## src/rtl/opsum_fifo_drain_if.sv

```systemverilog
`default_nettype none
// ============================================================================
// Module   : opsum_fifo_drain_if
// Brief    : Opsum FIFO read side plus GLB valid/ready write port, grouped
//            for the opsum drain engine.
// Revision : 1.0 - initial release
// ============================================================================
interface opsum_fifo_drain_if #(
  parameter int NUM_FIFO = 32,
  parameter int DATA_W   = 16,
  parameter int ADDR_W   = 32
);
  // FIFO side: FWFT heads, empty flags, one-hot pop
  logic [NUM_FIFO-1:0]        opsum_fifo_empty_i;
  logic [NUM_FIFO*DATA_W-1:0] opsum_fifo_data_i;
  logic [NUM_FIFO-1:0]        opsum_fifo_pop_matrix_o;
  // GLB write side
  logic                       glb_write_valid_o;
  logic                       glb_write_ready_i;
  logic [ADDR_W-1:0]          glb_write_addr_o;
  logic [DATA_W-1:0]          glb_write_data_o;

  // The drain engine
  modport master (
    input  opsum_fifo_empty_i,
    input  opsum_fifo_data_i,
    output opsum_fifo_pop_matrix_o,
    output glb_write_valid_o,
    input  glb_write_ready_i,
    output glb_write_addr_o,
    output glb_write_data_o
  );

  // FIFO bank and GLB
  modport slave (
    output opsum_fifo_empty_i,
    output opsum_fifo_data_i,
    input  opsum_fifo_pop_matrix_o,
    input  glb_write_valid_o,
    output glb_write_ready_i,
    input  glb_write_addr_o,
    input  glb_write_data_o
  );
endinterface
`default_nettype wire

```

## src/rtl/opsum_fifo_drain.sv

```systemverilog
`default_nettype none
// ============================================================================
// Module   : opsum_fifo_drain
// Brief    : Drains the per-output-channel opsum FIFOs one word at a time
//            under round-robin arbitration and writes each word to the GLB
//            at base + lane*stride + lane_count*word_bytes.
// Revision : 1.0 - initial release
// ============================================================================
module opsum_fifo_drain #(
  parameter int         NUM_FIFO        = 32,
  parameter int         DATA_W          = 16,
  parameter int         ADDR_W          = 32,
  parameter int         CNT_W           = 16,
  parameter logic [1:0] LAYER_POINTWISE = 2'd0,
  parameter logic [1:0] LAYER_DEPTHWISE = 2'd1
) (
  input  logic              clk,
  input  logic              rst_n,
  input  logic [1:0]        layer_type_i,
  input  logic              opsum_fifo_reset_i,
  input  logic              drain_start_i,
  input  logic              flush_i,
  input  logic [7:0]        OC_real_i,
  input  logic [ADDR_W-1:0] ofmap_base_i,
  input  logic [ADDR_W-1:0] oc_stride_i,
  opsum_fifo_drain_if.master fifo_glb,
  output logic              drain_busy_o,
  output logic              drain_done_o
);

  localparam int PTR_W      = $clog2(NUM_FIFO);
  localparam int DW_LANES   = 10;          // depthwise uses at most 10 lanes
  localparam int WORD_BYTES = DATA_W / 8;

  typedef enum logic [2:0] {
    IDLE  = 3'd0,
    SCAN  = 3'd1,
    POP   = 3'd2,
    WRITE = 3'd3,
    DONE  = 3'd4
  } state_t;

  state_t              state, state_next;
  logic [NUM_FIFO-1:0] mask;
  logic [NUM_FIFO-1:0] start_mask;
  logic [NUM_FIFO-1:0] cand;
  logic [PTR_W-1:0]    rr_ptr;
  logic [PTR_W-1:0]    sel;
  logic [PTR_W-1:0]    pick;
  logic                found;
  logic [ADDR_W-1:0]   addr;
  logic [DATA_W-1:0]   data;
  logic [CNT_W-1:0]    cnt [NUM_FIFO];

  // Enable mask to latch at start: lanes below OC_real, limited by layer type
  always_comb begin
    start_mask = '0;
    for (int i = 0; i < NUM_FIFO; i++) begin
      if (layer_type_i == LAYER_POINTWISE)
        start_mask[i] = (int'(OC_real_i) > i);
      else if (layer_type_i == LAYER_DEPTHWISE)
        start_mask[i] = (int'(OC_real_i) > i) && (i < DW_LANES);
    end
  end

  assign cand = mask & ~fifo_glb.opsum_fifo_empty_i;

  // Round-robin pick: first candidate at or above rr_ptr, wrapping; the
  // descending loop leaves the lowest offset from rr_ptr as the winner
  always_comb begin
    found = 1'b0;
    pick  = '0;
    for (int i = NUM_FIFO - 1; i >= 0; i--) begin
      if (cand[(int'(rr_ptr) + i) % NUM_FIFO]) begin
        found = 1'b1;
        pick  = PTR_W'((int'(rr_ptr) + i) % NUM_FIFO);
      end
    end
  end

  // State register
  always_ff @(posedge clk or negedge rst_n) begin
    if (!rst_n) state <= IDLE;
    else        state <= state_next;
  end

  // Next-state logic; abort overrides every transition
  always_comb begin
    state_next = state;
    case (state)
      IDLE:    if (drain_start_i) state_next = SCAN;
      SCAN: begin
        if (found)        state_next = POP;
        else if (flush_i) state_next = DONE;
      end
      POP:     state_next = WRITE;
      WRITE:   if (fifo_glb.glb_write_ready_i) state_next = SCAN;
      DONE:    state_next = IDLE;
      default: state_next = IDLE;
    endcase
    if (opsum_fifo_reset_i) state_next = IDLE;
  end

  // Moore outputs decoded from the current state
  always_comb begin
    fifo_glb.opsum_fifo_pop_matrix_o = '0;
    if (state == POP) fifo_glb.opsum_fifo_pop_matrix_o = NUM_FIFO'(1) << sel;
  end

  assign fifo_glb.glb_write_valid_o = (state == WRITE);
  assign fifo_glb.glb_write_addr_o  = addr;
  assign fifo_glb.glb_write_data_o  = data;
  assign drain_busy_o               = (state != IDLE);
  assign drain_done_o               = (state == DONE);

  // Datapath: mask, arbitration pointer, captured word/address, lane counters
  always_ff @(posedge clk or negedge rst_n) begin
    if (!rst_n) begin
      mask   <= '0;
      rr_ptr <= '0;
      sel    <= '0;
      addr   <= '0;
      data   <= '0;
      for (int i = 0; i < NUM_FIFO; i++) cnt[i] <= '0;
    end else if (opsum_fifo_reset_i) begin
      rr_ptr <= '0;
      for (int i = 0; i < NUM_FIFO; i++) cnt[i] <= '0;
    end else begin
      case (state)
        IDLE: begin
          if (drain_start_i) begin
            mask   <= start_mask;
            rr_ptr <= '0;
            for (int i = 0; i < NUM_FIFO; i++) cnt[i] <= '0;
          end
        end
        SCAN: if (found) sel <= pick;
        POP: begin
          data <= fifo_glb.opsum_fifo_data_i[int'(sel)*DATA_W +: DATA_W];
          addr <= ofmap_base_i
                + ADDR_W'(sel) * oc_stride_i
                + ADDR_W'(cnt[sel]) * ADDR_W'(WORD_BYTES);
        end
        WRITE: begin
          if (fifo_glb.glb_write_ready_i) begin
            cnt[sel] <= cnt[sel] + CNT_W'(1);
            rr_ptr   <= (sel == PTR_W'(NUM_FIFO - 1)) ? '0 : sel + PTR_W'(1);
          end
        end
        default: ;
      endcase
    end
  end

endmodule
`default_nettype wire

```

## src/flat_wrapper.sv

```systemverilog
// flat-port wrapper written by rule: the top's interface ports become plain ports
module opsum_fifo_drain_flat 
#(
  parameter int         NUM_FIFO        = 32,
  parameter int         DATA_W          = 16,
  parameter int         ADDR_W          = 32,
  parameter int         CNT_W           = 16,
  parameter logic [1:0] LAYER_POINTWISE = 2'd0,
  parameter logic [1:0] LAYER_DEPTHWISE = 2'd1
)
  (clk, rst_n, layer_type_i, opsum_fifo_reset_i, drain_start_i, flush_i, OC_real_i, ofmap_base_i, oc_stride_i, drain_busy_o, drain_done_o, fifo_glb_opsum_fifo_empty_i, fifo_glb_opsum_fifo_data_i, fifo_glb_opsum_fifo_pop_matrix_o, fifo_glb_glb_write_valid_o, fifo_glb_glb_write_ready_i, fifo_glb_glb_write_addr_o, fifo_glb_glb_write_data_o);
  opsum_fifo_drain_if #(.NUM_FIFO(NUM_FIFO), .DATA_W(DATA_W), .ADDR_W(ADDR_W)) fifo_glb_i ();
  input  logic clk;
  input  logic rst_n;
  input  logic [1:0] layer_type_i;
  input  logic opsum_fifo_reset_i;
  input  logic drain_start_i;
  input  logic flush_i;
  input  logic [7:0] OC_real_i;
  input  logic [ADDR_W-1:0] ofmap_base_i;
  input  logic [ADDR_W-1:0] oc_stride_i;
  output logic drain_busy_o;
  output logic drain_done_o;
  input wire logic [$bits(fifo_glb_i.opsum_fifo_empty_i)-1:0] fifo_glb_opsum_fifo_empty_i;
  input wire logic [$bits(fifo_glb_i.opsum_fifo_data_i)-1:0] fifo_glb_opsum_fifo_data_i;
  output wire logic [$bits(fifo_glb_i.opsum_fifo_pop_matrix_o)-1:0] fifo_glb_opsum_fifo_pop_matrix_o;
  output wire logic [$bits(fifo_glb_i.glb_write_valid_o)-1:0] fifo_glb_glb_write_valid_o;
  input wire logic [$bits(fifo_glb_i.glb_write_ready_i)-1:0] fifo_glb_glb_write_ready_i;
  output wire logic [$bits(fifo_glb_i.glb_write_addr_o)-1:0] fifo_glb_glb_write_addr_o;
  output wire logic [$bits(fifo_glb_i.glb_write_data_o)-1:0] fifo_glb_glb_write_data_o;
  assign fifo_glb_i.opsum_fifo_empty_i = fifo_glb_opsum_fifo_empty_i;
  assign fifo_glb_i.opsum_fifo_data_i = fifo_glb_opsum_fifo_data_i;
  assign fifo_glb_opsum_fifo_pop_matrix_o = fifo_glb_i.opsum_fifo_pop_matrix_o;
  assign fifo_glb_glb_write_valid_o = fifo_glb_i.glb_write_valid_o;
  assign fifo_glb_i.glb_write_ready_i = fifo_glb_glb_write_ready_i;
  assign fifo_glb_glb_write_addr_o = fifo_glb_i.glb_write_addr_o;
  assign fifo_glb_glb_write_data_o = fifo_glb_i.glb_write_data_o;
  opsum_fifo_drain #(.NUM_FIFO(NUM_FIFO), .DATA_W(DATA_W), .ADDR_W(ADDR_W), .CNT_W(CNT_W), .LAYER_POINTWISE(LAYER_POINTWISE), .LAYER_DEPTHWISE(LAYER_DEPTHWISE)) u_core (.clk(clk), .rst_n(rst_n), .layer_type_i(layer_type_i), .opsum_fifo_reset_i(opsum_fifo_reset_i), .drain_start_i(drain_start_i), .flush_i(flush_i), .OC_real_i(OC_real_i), .ofmap_base_i(ofmap_base_i), .oc_stride_i(oc_stride_i), .fifo_glb(fifo_glb_i), .drain_busy_o(drain_busy_o), .drain_done_o(drain_done_o));
endmodule
```

## config.mk

```make
export PLATFORM = sky130hd
export DESIGN_NAME = opsum_fifo_drain_flat
export DESIGN_NICKNAME = d
export VERILOG_FILES = /design/src/rtl/opsum_fifo_drain_if.sv /design/src/rtl/opsum_fifo_drain.sv /design/src/flat_wrapper.sv
export SDC_FILE = /design/constraint.sdc
export NUM_CORES = 2
export LEC_CHECK = 0
export CAP_MARGIN = 40
export CORE_MARGIN = 5
export CORE_UTILIZATION = 56
export CTS_BUF_LIST = sky130_fd_sc_hd__clkbuf_4
export CTS_CLUSTER_SIZE = 20
export DETAILED_ROUTE_END_ITERATION = 12
export PLACE_DENSITY_LB_ADDON = 0.08
export SETUP_SLACK_MARGIN = 0.05
export SLEW_MARGIN = 20
export SYNTH_ARGS = -nofsm -noshare
export SYNTH_HDL_FRONTEND = slang
export SYNTH_SLANG_ARGS = --single-unit
```

## constraint.sdc

```tcl
create_clock -name clk -period 8.8 [get_ports clk]
set_input_delay 2.64 -clock clk [delete_from_list [all_inputs] [get_ports clk]]
set_output_delay 2.64 -clock clk [all_outputs]
set_load 0.01 [all_outputs]
```

==> results.cfg <==
[power]
ir_worst_vdd_v = 0.000260
power.switching_fraction_pct = 47.0
leakage_nw = 21.6
pwr-share-comb_pct = 61.4
total_switching_power_w = 0.00699
share_seq_of_total_power_pct = 21.6
power_frac_clock_pct = 17.0
p_int_w = 0.00789
pwr_density_cell_mw_per_mm2 = 283

[global_routing]
initial_antenna_violation_count = 43
grt.total_usage_pct = 46.0
grt_overflow = 0
first_global_vias = 39100
grt_pass1_wl_um = 272000
grt_start_max_net_pins = 177

[die]
start_util_pct = 56.5
die_w_um = 284
die_area_mm2 = 0.0807
pin_count = 707
rows = 100
floorplan.die.height_um = 284
design.core.area_mm2 = 0.0744

[synth]
synth-edff-count = 0
post_synth_num_cell_types = 80
postSynth.topFlopCell = sky130_fd_sc_hd__dfrtp_1
synth-seq-area-share_pct = 36.0
syn-mean-instance-area_um2 = 10.2
syn-instance-count = 4114
synth.net_count = 4937
synth_seq_cells = 605
yosysWarningCount = 0
synth.cell_area_mm2 = 0.0421
postSynth.asyncResetShare_pct = 100

[clock_tree]
ctsHtreeMaxLevel = 4
cts_root_buffer = sky130_fd_sc_hd__clkbuf_4
cts_num_sinks = 605
post-cts-setup-buffer-count = 0
cts_tree = built
cts_inserted_buffers = 159
clkSlewWorstSetupHoldPaths_ps = 60
clock_path_buffers = 3
cts-hold-fix-buffers = 0
number_of_gates_given_a_new_drive_strength_after_cts = 0
insertion_delay_of_the_later_clocked_pin_in_the_worst_skew_pair_ps = 1050

[detailed_routing]
drt_pre_antenna_iters = 7
finalWirelength_um = 189000
drt-vias-per-instance = 6.73
drtAntennaViolNets = 0
detailroute.via_count = 39800
drt_first_iter_violations = 5895
avgRoutedWirePerCell_um = 32.0
drcViolationCount = 0

[placed_design]
detailed_place.area_mm2 = 0.0505
place_congestion = 1.04
io_buffer_count = 706
pre_cts_setup_slack_ps = 330
hpwlAfterDp_um = 146000
numPlacedInstances = 5601

[cells_and_area]
area_growth_syn_to_layout_pct = 25.1
final_cell_area_mm2 = 0.0526
finish.net_count = 5623
drive_gt1_share_pct = 17.1
instances_no_fill = 5918
num-fill-cells = 5880

[timing]
final.setup.tns_ps = 0
final-setup-viol-count = 0
fin_crit_ps = 7550
timing.final.crit_share_pct = 85.8
finClkSkew_ps = 75.1
grt_setup_unrepaired = false
hold_viol = 0
max_slew_margin_pct = 28.1
timing_limited_maximum_frequency_ghz = 0.132
worst-slew-pin-transition_ps = 1070
timing.final.max_slew_violations = 0
setup_slack_ps = 1250

[hold_path]
hold_path.class = reg2reg

[critical_path]
critical_path_required_ps = 9630
crit_path_start_kind = input port
setup.worst_path.class = in2reg
timing.critical_path.arrival_ps = 8380
end_kind = flop
worstPathMaxFanout = 5

[flow_run]
drv_cap = 0

[status]
status = finished, final reports clean
cell families (layout without fill, tap and decap cells):
kind of cell / Yosys count / after routing / synth area share (%)
mux: 472 / 472 / 22.0
fa+ha+maj: 199 / 199 / 8.20
simple gates: 1236 / 1236 / 12.6
buf+inv: 432 / 1230 / 4.22
compound gates: 1081 / 1081 / 15.1
other cells: 0 / 37 / 0
xor+xnor: 89 / 89 / 1.94
flops: 605 / 605 / 36.0
layout by cell type, fill, tap and decap left out, types with 12 or more instances in the layout:
| cell | netlist | routed |
|---|---|---|
| sky130_fd_sc_hd__nand4_1 | 20 | 20 |
| sky130_fd_sc_hd__nand2_1 | 817 | 817 |
| sky130_fd_sc_hd__ha_1 | 71 | 71 |
| sky130_fd_sc_hd__inv_1 | 117 | 117 |
| sky130_fd_sc_hd__a21o_1 | 20 | 20 |
| sky130_fd_sc_hd__buf_4 | 11 | 94 |
| sky130_fd_sc_hd__nand3_1 | 44 | 44 |
| sky130_fd_sc_hd__a22oi_1 | 71 | 71 |
| sky130_fd_sc_hd__mux4_2 | 356 | 356 |
| sky130_fd_sc_hd__o211ai_1 | 20 | 20 |
| sky130_fd_sc_hd__clkinv_1 | 1 | 27 |
| sky130_fd_sc_hd__clkbuf_4 | 0 | 226 |
| sky130_fd_sc_hd__a211oi_1 | 26 | 26 |
| sky130_fd_sc_hd__dfrtp_1 | 605 | 599 |
| sky130_fd_sc_hd__diode_2 | 0 | 37 |
| sky130_fd_sc_hd__o21ai_0 | 643 | 643 |
| sky130_fd_sc_hd__and2_1 | 77 | 77 |
| sky130_fd_sc_hd__xor2_1 | 32 | 23 |
| sky130_fd_sc_hd__a21oi_1 | 108 | 97 |
| sky130_fd_sc_hd__buf_6 | 8 | 19 |
| sky130_fd_sc_hd__nand2b_1 | 28 | 27 |
| sky130_fd_sc_hd__fa_1 | 128 | 128 |
| sky130_fd_sc_hd__a31oi_1 | 22 | 22 |
| sky130_fd_sc_hd__nor2_1 | 138 | 132 |
| sky130_fd_sc_hd__clkdlybuf4s50_1 | 0 | 705 |
| sky130_fd_sc_hd__mux2i_1 | 73 | 73 |
| sky130_fd_sc_hd__and3_1 | 19 | 19 |
| sky130_fd_sc_hd__a22o_1 | 24 | 24 |
| sky130_fd_sc_hd__nor3_1 | 27 | 24 |
| sky130_fd_sc_hd__o31ai_1 | 16 | 16 |
| sky130_fd_sc_hd__a221oi_1 | 12 | 12 |
| sky130_fd_sc_hd__nor2b_1 | 24 | 24 |
| sky130_fd_sc_hd__mux2_2 | 40 | 40 |
| sky130_fd_sc_hd__xnor2_1 | 52 | 48 |
synth_stat cells, drive strengths merged, types with 8 or more instances:
| cell | instances | area [µm²] |
|---|---|---|
| a21o | 20 | 150 |
| and3 | 19 | 119 |
| nand2b | 28 | 175 |
| inv | 120 | 453 |
| o22ai | 11 | 68.8 |
| mux4 | 356 | 8020 |
| nor2 | 138 | 518 |
| nor2b | 24 | 150 |
| mux2i | 73 | 731 |
| or3 | 8 | 50.1 |
| a22o | 24 | 210 |
| nand2 | 817 | 3070 |
| clkbuf | 227 | 852 |
| a211oi | 26 | 195 |
| dfrtp | 605 | 15100 |
| a31oi | 22 | 138 |
| a22oi | 71 | 533 |
| xor2 | 33 | 297 |
| ha | 71 | 888 |
| and2 | 77 | 482 |
| nor3 | 28 | 145 |
| o211ai | 20 | 150 |
| buf | 84 | 468 |
| nand3 | 44 | 220 |
| a221oi | 12 | 105 |
| o21a | 10 | 75.1 |
| nand4 | 20 | 125 |
| mux2 | 43 | 488 |
| fa | 128 | 2560 |
| xnor2 | 56 | 521 |
| o31ai | 16 | 120 |
| o21ai | 653 | 3270 |
| a21oi | 108 | 541 |
layer usage:
metal / GRT usage (%) / routed length [µm] / vias up
li1: - / - / 16400
met1: 59.0 / 67200 / 20000
met2: 64.8 / 80700 / 2841
met3: 19.0 / 27000 / 534
met4: 29.6 / 14600 / 8
met5: 0 / 50 / -
power groups by stage:
stage | combinational (W) | clock, W | sequential, W
2_1_floorplan | 0.00573 | 0 | 0.00314
3_3_place_gp | 0.00868 | 0 | 0.00325
3_5_place_dp | 0.00883 | 0 | 0.00326
4_1_cts | 0.00889 | 0.00253 | 0.00321
6_report | 0.00913 | 0.00253 | 0.00322
5_1_grt | 0.00973 | 0.00268 | 0.00323
layout make-up:
type / count / area (µm²) / share of cell area (%)
clock inverter: 47 / 309 / 0.587
sequential: 605 / 15200 / 28.8
timing repair buffer: 836 / 8310 / 15.8
inverter: 121 / 457 / 0.868
clock buffer: 226 / 1700 / 3.22
antenna: 37 / 92.6 / 0.176
tap: 969 / 1210 / 2.30
multi-input combinational: 3077 / 25400 / 48.2
state kept, by name, indices dropped and copies added, names as in the netlist:
signal and flops:
u_core.mask 32, u_core.cnt 512, u_core.fifo_glb.glb_write_addr_o 32, u_core.fifo_glb.glb_write_data_o 16
u_core.sel 5, u_core.state 3, u_core.rr_ptr 5
final timing paths:
check / end / depth (start not counted) / from / slack, ps
max: u_core.fifo_glb.glb_write_addr_o[29]$_DFFE_PN0P_ / 18 / oc_stride_i[4] / 1250
min in group asynchronous: u_core.sel[4]$_DFFE_PN0P_ / 1 / rst_n / 1630
max in group asynchronous: u_core.cnt[305]$_DFFE_PN0P_ / 2 / rst_n / 5640
min: u_core.cnt[392]$_DFFE_PN0P_ / 2 / u_core.cnt[392]$_DFFE_PN0P_ / 470
max reg2reg: u_core.fifo_glb.glb_write_addr_o[30]$_DFFE_PN0P_ / 22 / u_core.sel[0]$_DFFE_PN0P_ / 1840
min reg2reg: u_core.cnt[392]$_DFFE_PN0P_ / 2 / u_core.cnt[392]$_DFFE_PN0P_ / 470
critical path, stage by stage:
cell                              delay (ps)
sky130_fd_sc_hd__clkdlybuf4s50_1         580
sky130_fd_sc_hd__nand2_1                 110
sky130_fd_sc_hd__fa_1                    570
sky130_fd_sc_hd__inv_1                    50
sky130_fd_sc_hd__fa_1                    510
sky130_fd_sc_hd__fa_1                    540
sky130_fd_sc_hd__fa_1                    500
sky130_fd_sc_hd__ha_1                    360
sky130_fd_sc_hd__a2111oi_0               380
sky130_fd_sc_hd__o21ai_0                 300
sky130_fd_sc_hd__a31oi_1                 390
sky130_fd_sc_hd__o31a_1                  220
sky130_fd_sc_hd__nor3_1                  100
sky130_fd_sc_hd__nor3_1                  300
sky130_fd_sc_hd__nor3_1                  100
sky130_fd_sc_hd__a2111oi_0               450
sky130_fd_sc_hd__xor2_1                  180
sky130_fd_sc_hd__o21ai_0                  90
through the flow:
step	utilization, %	hold slack [ps]	total power (W)
final	70.7	473	0.0149
after global routing	70.6	496	0.0156
after CTS	70.5	478	0.0146
after detailed placement	67.8	465	0.0121
after global placement	67.3	455	0.0119
after floorplan	-	441	0.00887
Power figures use the tool's default switching activity.
